==> config.mk <==
export PLATFORM = sky130hd
export DESIGN_NAME = axi_lite_mem_bridge
export DESIGN_NICKNAME = d
export VERILOG_FILES = /design/src/rtl/axi_lite_mem_bridge.sv
export SDC_FILE = /design/constraint.sdc
export NUM_CORES = 1
export LEC_CHECK = 0
export ABC_AREA = 0
export CAP_MARGIN = 20
export CORE_MARGIN = 5
export CORE_UTILIZATION = 35
export CTS_CLUSTER_SIZE = 24
export DETAILED_ROUTE_END_ITERATION = 10
export GPL_TIMING_DRIVEN = 0
export PLACE_DENSITY_LB_ADDON = 0.25
export RECOVER_POWER = 100
export SLEW_MARGIN = 40
export SYNTH_ARGS = -nofsm -noshare
export SYNTH_HDL_FRONTEND = slang
export SYNTH_SLANG_ARGS = --single-unit
==> constraint.sdc <==
create_clock -name ACLK -period 9.78 [get_ports ACLK]
set_input_delay 1.956 -clock ACLK [delete_from_list [all_inputs] [get_ports ACLK]]
set_output_delay 1.956 -clock ACLK [all_outputs]
set_load 0.03 [all_outputs]
==> src/rtl/axi_lite_mem_bridge.sv <==
// axi_lite_mem_bridge: CPU strobe memory port to single-beat AXI4-Lite manager bridge
module axi_lite_mem_bridge #(
    parameter logic [2:0] PROT = 3'b000
) (
    input  logic        ACLK,
    input  logic        RESET,
    input  logic [31:0] CPU_ADDR,
    input  logic [31:0] CPU_WDATA,
    input  logic [1:0]  CPU_SIZE,
    input  logic        CPU_WRSTB,
    input  logic        CPU_RDSTB,
    output logic [31:0] CPU_RDATA,
    output logic        CPU_BUSY,
    output logic        CPU_ERR,
    output logic [31:0] M_AXI_AWADDR,
    output logic [2:0]  M_AXI_AWPROT,
    output logic        M_AXI_AWVALID,
    input  logic        M_AXI_AWREADY,
    output logic [31:0] M_AXI_WDATA,
    output logic [3:0]  M_AXI_WSTRB,
    output logic        M_AXI_WVALID,
    input  logic        M_AXI_WREADY,
    input  logic [1:0]  M_AXI_BRESP,
    input  logic        M_AXI_BVALID,
    output logic        M_AXI_BREADY,
    output logic [31:0] M_AXI_ARADDR,
    output logic [2:0]  M_AXI_ARPROT,
    output logic        M_AXI_ARVALID,
    input  logic        M_AXI_ARREADY,
    input  logic [31:0] M_AXI_RDATA,
    input  logic [1:0]  M_AXI_RRESP,
    input  logic        M_AXI_RVALID,
    output logic        M_AXI_RREADY
);
    typedef enum logic [2:0] {IDLE, WR_REQ, WR_RESP, RD_REQ, RD_RESP} state_t;
    state_t      state_q;
    logic [31:0] addr_q, wdata_q, rdata_q;
    logic [3:0]  wstrb_q;
    logic [1:0]  size_q;
    logic        awvalid_q, wvalid_q, bready_q, arvalid_q, rready_q, aw_done_q, w_done_q;
    logic        req, mis, idle, wr_done, rd_done, aw_ok, w_ok;
    logic [31:0] shifted, rd_aligned, wdata_d;
    logic [3:0]  wstrb_d;

    always_comb begin
        req        = CPU_WRSTB | CPU_RDSTB;
        mis        = (CPU_SIZE == 2'd3) | ((CPU_SIZE == 2'd1) & CPU_ADDR[0]) | ((CPU_SIZE == 2'd2) & |CPU_ADDR[1:0]);
        idle       = state_q == IDLE;
        wr_done    = (state_q == WR_RESP) & M_AXI_BVALID;
        rd_done    = (state_q == RD_RESP) & M_AXI_RVALID;
        aw_ok      = aw_done_q | (awvalid_q & M_AXI_AWREADY);
        w_ok       = w_done_q | (wvalid_q & M_AXI_WREADY);
        shifted    = M_AXI_RDATA >> {addr_q[1:0], 3'b000};
        rd_aligned = size_q == 2'd0 ? shifted & 32'h0000_00FF :
                     size_q == 2'd1 ? shifted & 32'h0000_FFFF : M_AXI_RDATA;
        wstrb_d    = CPU_SIZE == 2'd0 ? 4'b0001 << CPU_ADDR[1:0] :
                     CPU_SIZE == 2'd1 ? 4'b0011 << {CPU_ADDR[1], 1'b0} : 4'b1111;
        wdata_d    = CPU_SIZE == 2'd0 ? {4{CPU_WDATA[7:0]}} :
                     CPU_SIZE == 2'd1 ? {2{CPU_WDATA[15:0]}} : CPU_WDATA;
        // busy drops in the completing cycle so the pipeline advances on that edge
        CPU_BUSY   = idle ? req & ~mis : ~(wr_done | rd_done);
        CPU_ERR    = (idle & req & mis) | (wr_done & |M_AXI_BRESP) | (rd_done & |M_AXI_RRESP);
        CPU_RDATA  = rd_done ? rd_aligned : (idle & CPU_RDSTB & mis) ? 32'd0 : rdata_q;
    end

    always_ff @(posedge ACLK or posedge RESET) begin
        if (RESET) begin
            state_q   <= IDLE;
            addr_q    <= '0;
            wdata_q   <= '0;
            rdata_q   <= '0;
            wstrb_q   <= '0;
            size_q    <= '0;
            awvalid_q <= 1'b0;
            wvalid_q  <= 1'b0;
            bready_q  <= 1'b0;
            arvalid_q <= 1'b0;
            rready_q  <= 1'b0;
            aw_done_q <= 1'b0;
            w_done_q  <= 1'b0;
        end else begin
            case (state_q)
                IDLE: if (req & ~mis) begin
                    addr_q <= CPU_ADDR;
                    size_q <= CPU_SIZE;
                    if (CPU_WRSTB) begin
                        wdata_q   <= wdata_d;
                        wstrb_q   <= wstrb_d;
                        awvalid_q <= 1'b1;
                        wvalid_q  <= 1'b1;
                        state_q   <= WR_REQ;
                    end else begin
                        arvalid_q <= 1'b1;
                        state_q   <= RD_REQ;
                    end
                end
                WR_REQ: begin
                    if (awvalid_q & M_AXI_AWREADY) begin
                        awvalid_q <= 1'b0;
                        aw_done_q <= 1'b1;
                    end
                    if (wvalid_q & M_AXI_WREADY) begin
                        wvalid_q <= 1'b0;
                        w_done_q <= 1'b1;
                    end
                    if (aw_ok & w_ok) begin
                        aw_done_q <= 1'b0;
                        w_done_q  <= 1'b0;
                        bready_q  <= 1'b1;
                        state_q   <= WR_RESP;
                    end
                end
                WR_RESP: if (M_AXI_BVALID) begin
                    bready_q <= 1'b0;
                    state_q  <= IDLE;
                end
                RD_REQ: if (M_AXI_ARREADY) begin
                    arvalid_q <= 1'b0;
                    rready_q  <= 1'b1;
                    state_q   <= RD_RESP;
                end
                RD_RESP: if (M_AXI_RVALID) begin
                    rready_q <= 1'b0;
                    rdata_q  <= rd_aligned;
                    state_q  <= IDLE;
                end
                default: state_q <= IDLE;
            endcase
        end
    end

    assign M_AXI_AWADDR  = addr_q;
    assign M_AXI_ARADDR  = addr_q;
    assign M_AXI_AWPROT  = PROT;
    assign M_AXI_ARPROT  = PROT;
    assign M_AXI_AWVALID = awvalid_q;
    assign M_AXI_WVALID  = wvalid_q;
    assign M_AXI_WDATA   = wdata_q;
    assign M_AXI_WSTRB   = wstrb_q;
    assign M_AXI_BREADY  = bready_q;
    assign M_AXI_ARVALID = arvalid_q;
    assign M_AXI_RREADY  = rready_q;
endmodule

Word-level counts from Yosys, hierarchy flattened
Cells that the tools add are included.

cells by class
  eq/ne operators = 17
  shift-type cells = 3
  bitwise gates (word level) = 24
  reduce and logical (&&, ||, !) cells = 23
  muxes and demuxes = 36

operators with widths
  kind                                                                   number
  32-bit two-way mux                                                     6
  32-bit by 5-bit >> shifter with 16-bit output                          1
  1-bit two-way mux                                                      16
  2-bit != test, second input constant                                   8
  3-bit two-way mux                                                      5
  3-bit one-hot mux with 5 select lines                                  1
  1-bit bitwise AND                                                      14
  4-bit AND reduction                                                    3
  2-bit nonzero test                                                     6
  1-bit one-hot mux with 2 select lines                                  5
  3-bit AND reduction                                                    3
  4-bit two-way mux                                                      2
  1-bit OR                                                               8
  2-bit AND reduction                                                    4
  3-bit by 2-bit equality test with 1-bit output, second input constant  2
  2-bit OR reduction                                                     3
  5-bit AND reduction                                                    1
  2-bit by 1-bit equality test with 1-bit output, second input constant  2
  2-bit equality test, second input constant                             2
  2-bit zero test                                                        2
  1-bit by 2-bit left shift with 4-bit output, first input constant      1
  2-bit by 2-bit left shift with 4-bit output, first input constant      1
  3-bit by 1-bit equality test with 1-bit output, second input constant  1
  3-bit equality test, second input constant                             1
  other kinds (4)                                                        5

storage, ports and cells
  logic and storage cells = 116
  output and inout port bits = 145
  bits in registers = 112

Depth between registers and ports, before layout
  word-level depth = 8
  mapped depth = 8
  depth with buffers taken out = 4

Worst setup path after synthesis
OpenSTA, ideal clock, no wires.

  path type = input to output
  from = in CPU_SIZE[0]
  to = out CPU_RDATA[10]
  stages = 7
  arrival time = 3.623 ns
  slack = 4.201 ns
  path buffers = 3
  path through = clkbuf_1 > nor3_1 > nor3b_1 > and2_1 > clkbuf_1 > buf_2 > a311oi_1

on the way
  longest elaborated chain between the ends = 7
  elaborated cells between the ends (all ways) = 10
  those cells by class = eq/ne: 3; mux: 2; bitwise: 5

RTL lines
  element                                         line  text
  start: declaration                              9     input logic [1:0] CPU_SIZE,
  2-bit by 1-bit equality test with 1-bit output  47    mis = (CPU_SIZE == 2'd3) | ((CPU_SIZE == 2'd1) & CPU_ADDR[0]) | ((CPU_SIZE == 2'd2) & |CPU_ADDR[1:0]);
  1-bit bitwise AND                               47
  1-bit OR                                        47
  1-bit OR (*)                                    47
  1-bit bitwise AND (*)                           63    CPU_RDATA = rd_done ? rd_aligned : (idle & CPU_RDSTB & mis) ? 32'd0 : rdata_q;
  32-bit two-way mux (*) (2 in a row)             63
  end: declaration                                12    output logic [31:0] CPU_RDATA,

Mark *: on every way between the ends. The rest lies on a longest branch, timed or not.

Worst setup path in the final report
  from = in CPU_ADDR[0]
  to = out CPU_BUSY

on the way
  longest elaborated chain between the ends = 6
  elaborated cells between the ends (all ways) = 8
  those cells by class = mux: 1; bitwise: 6; reduce/logical: 1

RTL lines
  element                                                         line  text
  start: declaration                                              7     input logic [31:0] CPU_ADDR,
  1-bit bitwise AND / 2-bit OR reduction (equally long branches)  47
  1-bit OR / 1-bit bitwise AND (equally long branches)            47
  1-bit OR (*)                                                    47
  1-bit inverter (*)                                              61    CPU_BUSY = idle ? req & ~mis : ~(wr_done | rd_done);
  1-bit bitwise AND (*)                                           61
  1-bit two-way mux (*)                                           61
  end: declaration                                                13    output logic CPU_BUSY,

Marks and branches as above.

==> reports/results.ini <==
[logic_synthesis]
yosys.area_share.xor_xnor_pct = 0
yosysTopAreaCellShare_pct = 48.7
synth_edf_count = 0
post_synth.cell_area_avg_um2 = 10.3
synth-compound-area-share_pct = 14.0
yosysWarnings = 0
syn_area_um2 = 5750
ys_types = 45
synth_top_cells_by_area = dfrtp_1 (49%), mux2_4 (7.6%), nand2_1 (6.5%)
async_flop_share_pct = 100
synth_top_family_by_area = multiplexers
yosysMostFrequentCell = dfrtp_1
yosys.area_share.adder_pct = 0
yosysSeqAreaShare_pct = 48.7
synthMuxAreaShare_pct = 15.9
yosys-top-cells-count = dfrtp_1 (112), nand2_1 (99), buf_4 (38)
yosys_most_used_dff = dfrtp_1
synth_top_area_cell = dfrtp_1
synthCells = 557
ys_ff_latch = 112
synth-simple-area-share_pct = 12.2

[floorplanning]
initial_core_util_pct = 35.9
die_w_um = 138
die_area_um2 = 19100
row_count = 46
io-pin-count = 256
die_y_um = 138
coreArea_um2 = 16000

[cts]
cts_root_buf = clkbuf_16
cts_buffers = 9
clock_path_buffers = 2
cts_tree = done
clkLatencyLatePin_ns = 0.35
cts_sinks = 112
cts_hold_buf = 0
cts_setup_buffers = 0
clk_pin_slew_ns = 0.07
cts_resized = 0
htreeDepth = 3

[timing]
tightest_slew_ns = 2.80
post-route-period-util_pct = 75.3
finClkSkew_ns = 0.00770
fmaxAchievable_mhz = 136
min_period_ns = 7.36
finalHoldViolations = 0
report.final.slew_viol_count = 115
max-slew-margin-rel_pct = -87.4
rsz0062_at_grt = no
setup_viol = 0
tns_ns = 0

[outcome]
failed_checks = capacitance limit, slew limit
status = complete, but fails checks

[pwr]
intPower_uw = 1600
combPwrFrac_pct = 60.5
vdd_drop_max_v = 0.000172
clkPwrFrac_pct = 12.7
p_leak_uw = 0.00391
power_density_nw_per_um2 = 341
p_seq_share_pct = 26.8
p_switching_uw = 1350
switching_share_pct = 45.8

[global_route]
grt_pass1_wl_mm = 29.8
overflow = 0
grt_pass1_vias = 5406
grt_antenna_before_repair = 0
grt_usage_pct = 19.1
grt_max_degree = 65

[route]
vias_per_cell = 5.00
drc = 0
wire_per_inst_um = 17.7
wl_met2_mm = 9.03
ant_nets = 0
dr.first_iter.drc_count = 246
met3_length_mm = 1.79
first_pass_iters = 4
maxUsedRoutingLayer = met4
drt-met1-wl_mm = 7.36
routed_wirelength_mm = 18.5
routed-via-count = 5211

[placement]
globalplace.congestion = 0.919
place_inst = 1026
dp_hpwl_mm = 14.7
port_buffers = 247

[critical_path]
crit_fanout = 10
worst_ep_arrival_time_ns = 5.41
crit_path_end_kind = primary output
cp-start-kind = input pin
crit_type = input pin to primary output
cp.required_ns = 7.82

[finish]
area_growth_pct = 50.6
n_antenna_cell = 0
finish.net_count = 932
final_cells = 1042
drive_gt1_share_pct = 10.3
fill_cells = 1513
postLayoutCoreUtil_pct = 54.1

[worst_hold_path]
hold_class = register to register

[job]
cap_violations = 2

==> cells in the final DEF, fill, tap and decap left out, drive strengths merged, types with 2 or more instances in the layout <==
cell type,count
nor2b,3
inv,4
a311oi,8
o31ai,2
buf,49
clkdlybuf4s50,104
a2bb2oi,8
mux2i,32
o2bb2ai,8
nor3b,2
o21ai,29
nand3b,2
dlygate4sd3,143
nand2,99
a21o,3
o221ai,9
clkinv,2
nor2,26
a31oi,11
or3b,2
a211oi,2
mux2,43
clkbuf,43
conb,6
nand3,19
nor3,4
dfrtp,112
a21oi,38
==> final timing paths <==
check                            start                to  slack [ns]  cells after the start
min in group asynchronous        RESET  M_AXI_ARADDR[30]        2.85                      2
min reg2reg                rdata_q[17]       rdata_q[17]        0.47                      2
min                        rdata_q[17]       rdata_q[17]        0.47                      2
max in group asynchronous        RESET    M_AXI_WSTRB[2]        3.58                      3
max                        CPU_ADDR[0]          CPU_BUSY        2.42                      7
max reg2reg                 state_q[0]   M_AXI_ARADDR[2]        7.01                      6
==> routing by layer <==
metal / track usage, % / up-vias
met3: 7.76 / 22
met2: 31.9 / 220
met4: 4.73 / 0
met5: 0 / -
met1: 23.1 / 2517
li1: - / 2452
==> power groups by stage <==
stage	Clock, uW	Combinational (uW)	Sequential [uW]
6_report	375	1780	792
5_1_grt	405	1900	821
4_1_cts	389	2000	804
3_5_place_dp	0	1990	809
3_3_place_gp	0	1960	797
2_1_floorplan	0	928	1080
==> cells by family after synthesis <==
kind of cell,Yosys count
AO/OA/AOI/OAI,124
other,1
multiplexers,75
flip-flops,112
AND/OR/NAND/NOR,162
buffers and inverters,83
==> per-stage QoR <==
step	total power [uW]	hold WS [ns]	setup slack, ns	area [um^2]
6_report	2950	0.466	2.42	8660
3_3_place_gp	2760	0.445	3.08	8510
2_1_floorplan	2010	0.433	4.20	5770
3_5_place_dp	2800	0.452	3.07	8550
4_1_cts	3190	0.468	3.06	8850
5_1_grt	3130	0.494	2.18	8660
==> cell type report <==
| type | count | area, um^2 | area share, % |
|---|---|---|---|
| plain buffers | 79 | 455 | 5.26 |
| well taps | 216 | 270 | 3.12 |
| multi-input cells | 367 | 2340 | 27.0 |
| flip-flops and latches | 112 | 2800 | 32.4 |
| inverters | 4 | 16.3 | 0.188 |
| clock inverters | 4 | 52.6 | 0.607 |
| clock buffers | 12 | 246 | 2.85 |
| repair buffers | 248 | 2480 | 28.6 |
==> sequential cells by signal (all words and copies together), names as in the netlist <==
name           cells
M_AXI_ARADDR      32
M_AXI_WDATA       32
rdata_q           32
M_AXI_WSTRB        4
state_q            3
size_q             2
M_AXI_ARVALID      1
M_AXI_AWVALID      1
M_AXI_BREADY       1
M_AXI_RREADY       1
M_AXI_WVALID       1
aw_done_q          1
w_done_q           1
==> worst max-delay path, stage by stage <==
cell and delay (ns):
dlygate4sd3_1 0.64, nor3_1 0.43, o21ai_0 0.24, nor2_1 0.60
clkbuf_1 0.57, a31o_2 0.20, dlygate4sd3_1 0.76
No activity file was read; power rests on OpenSTA's default activity.
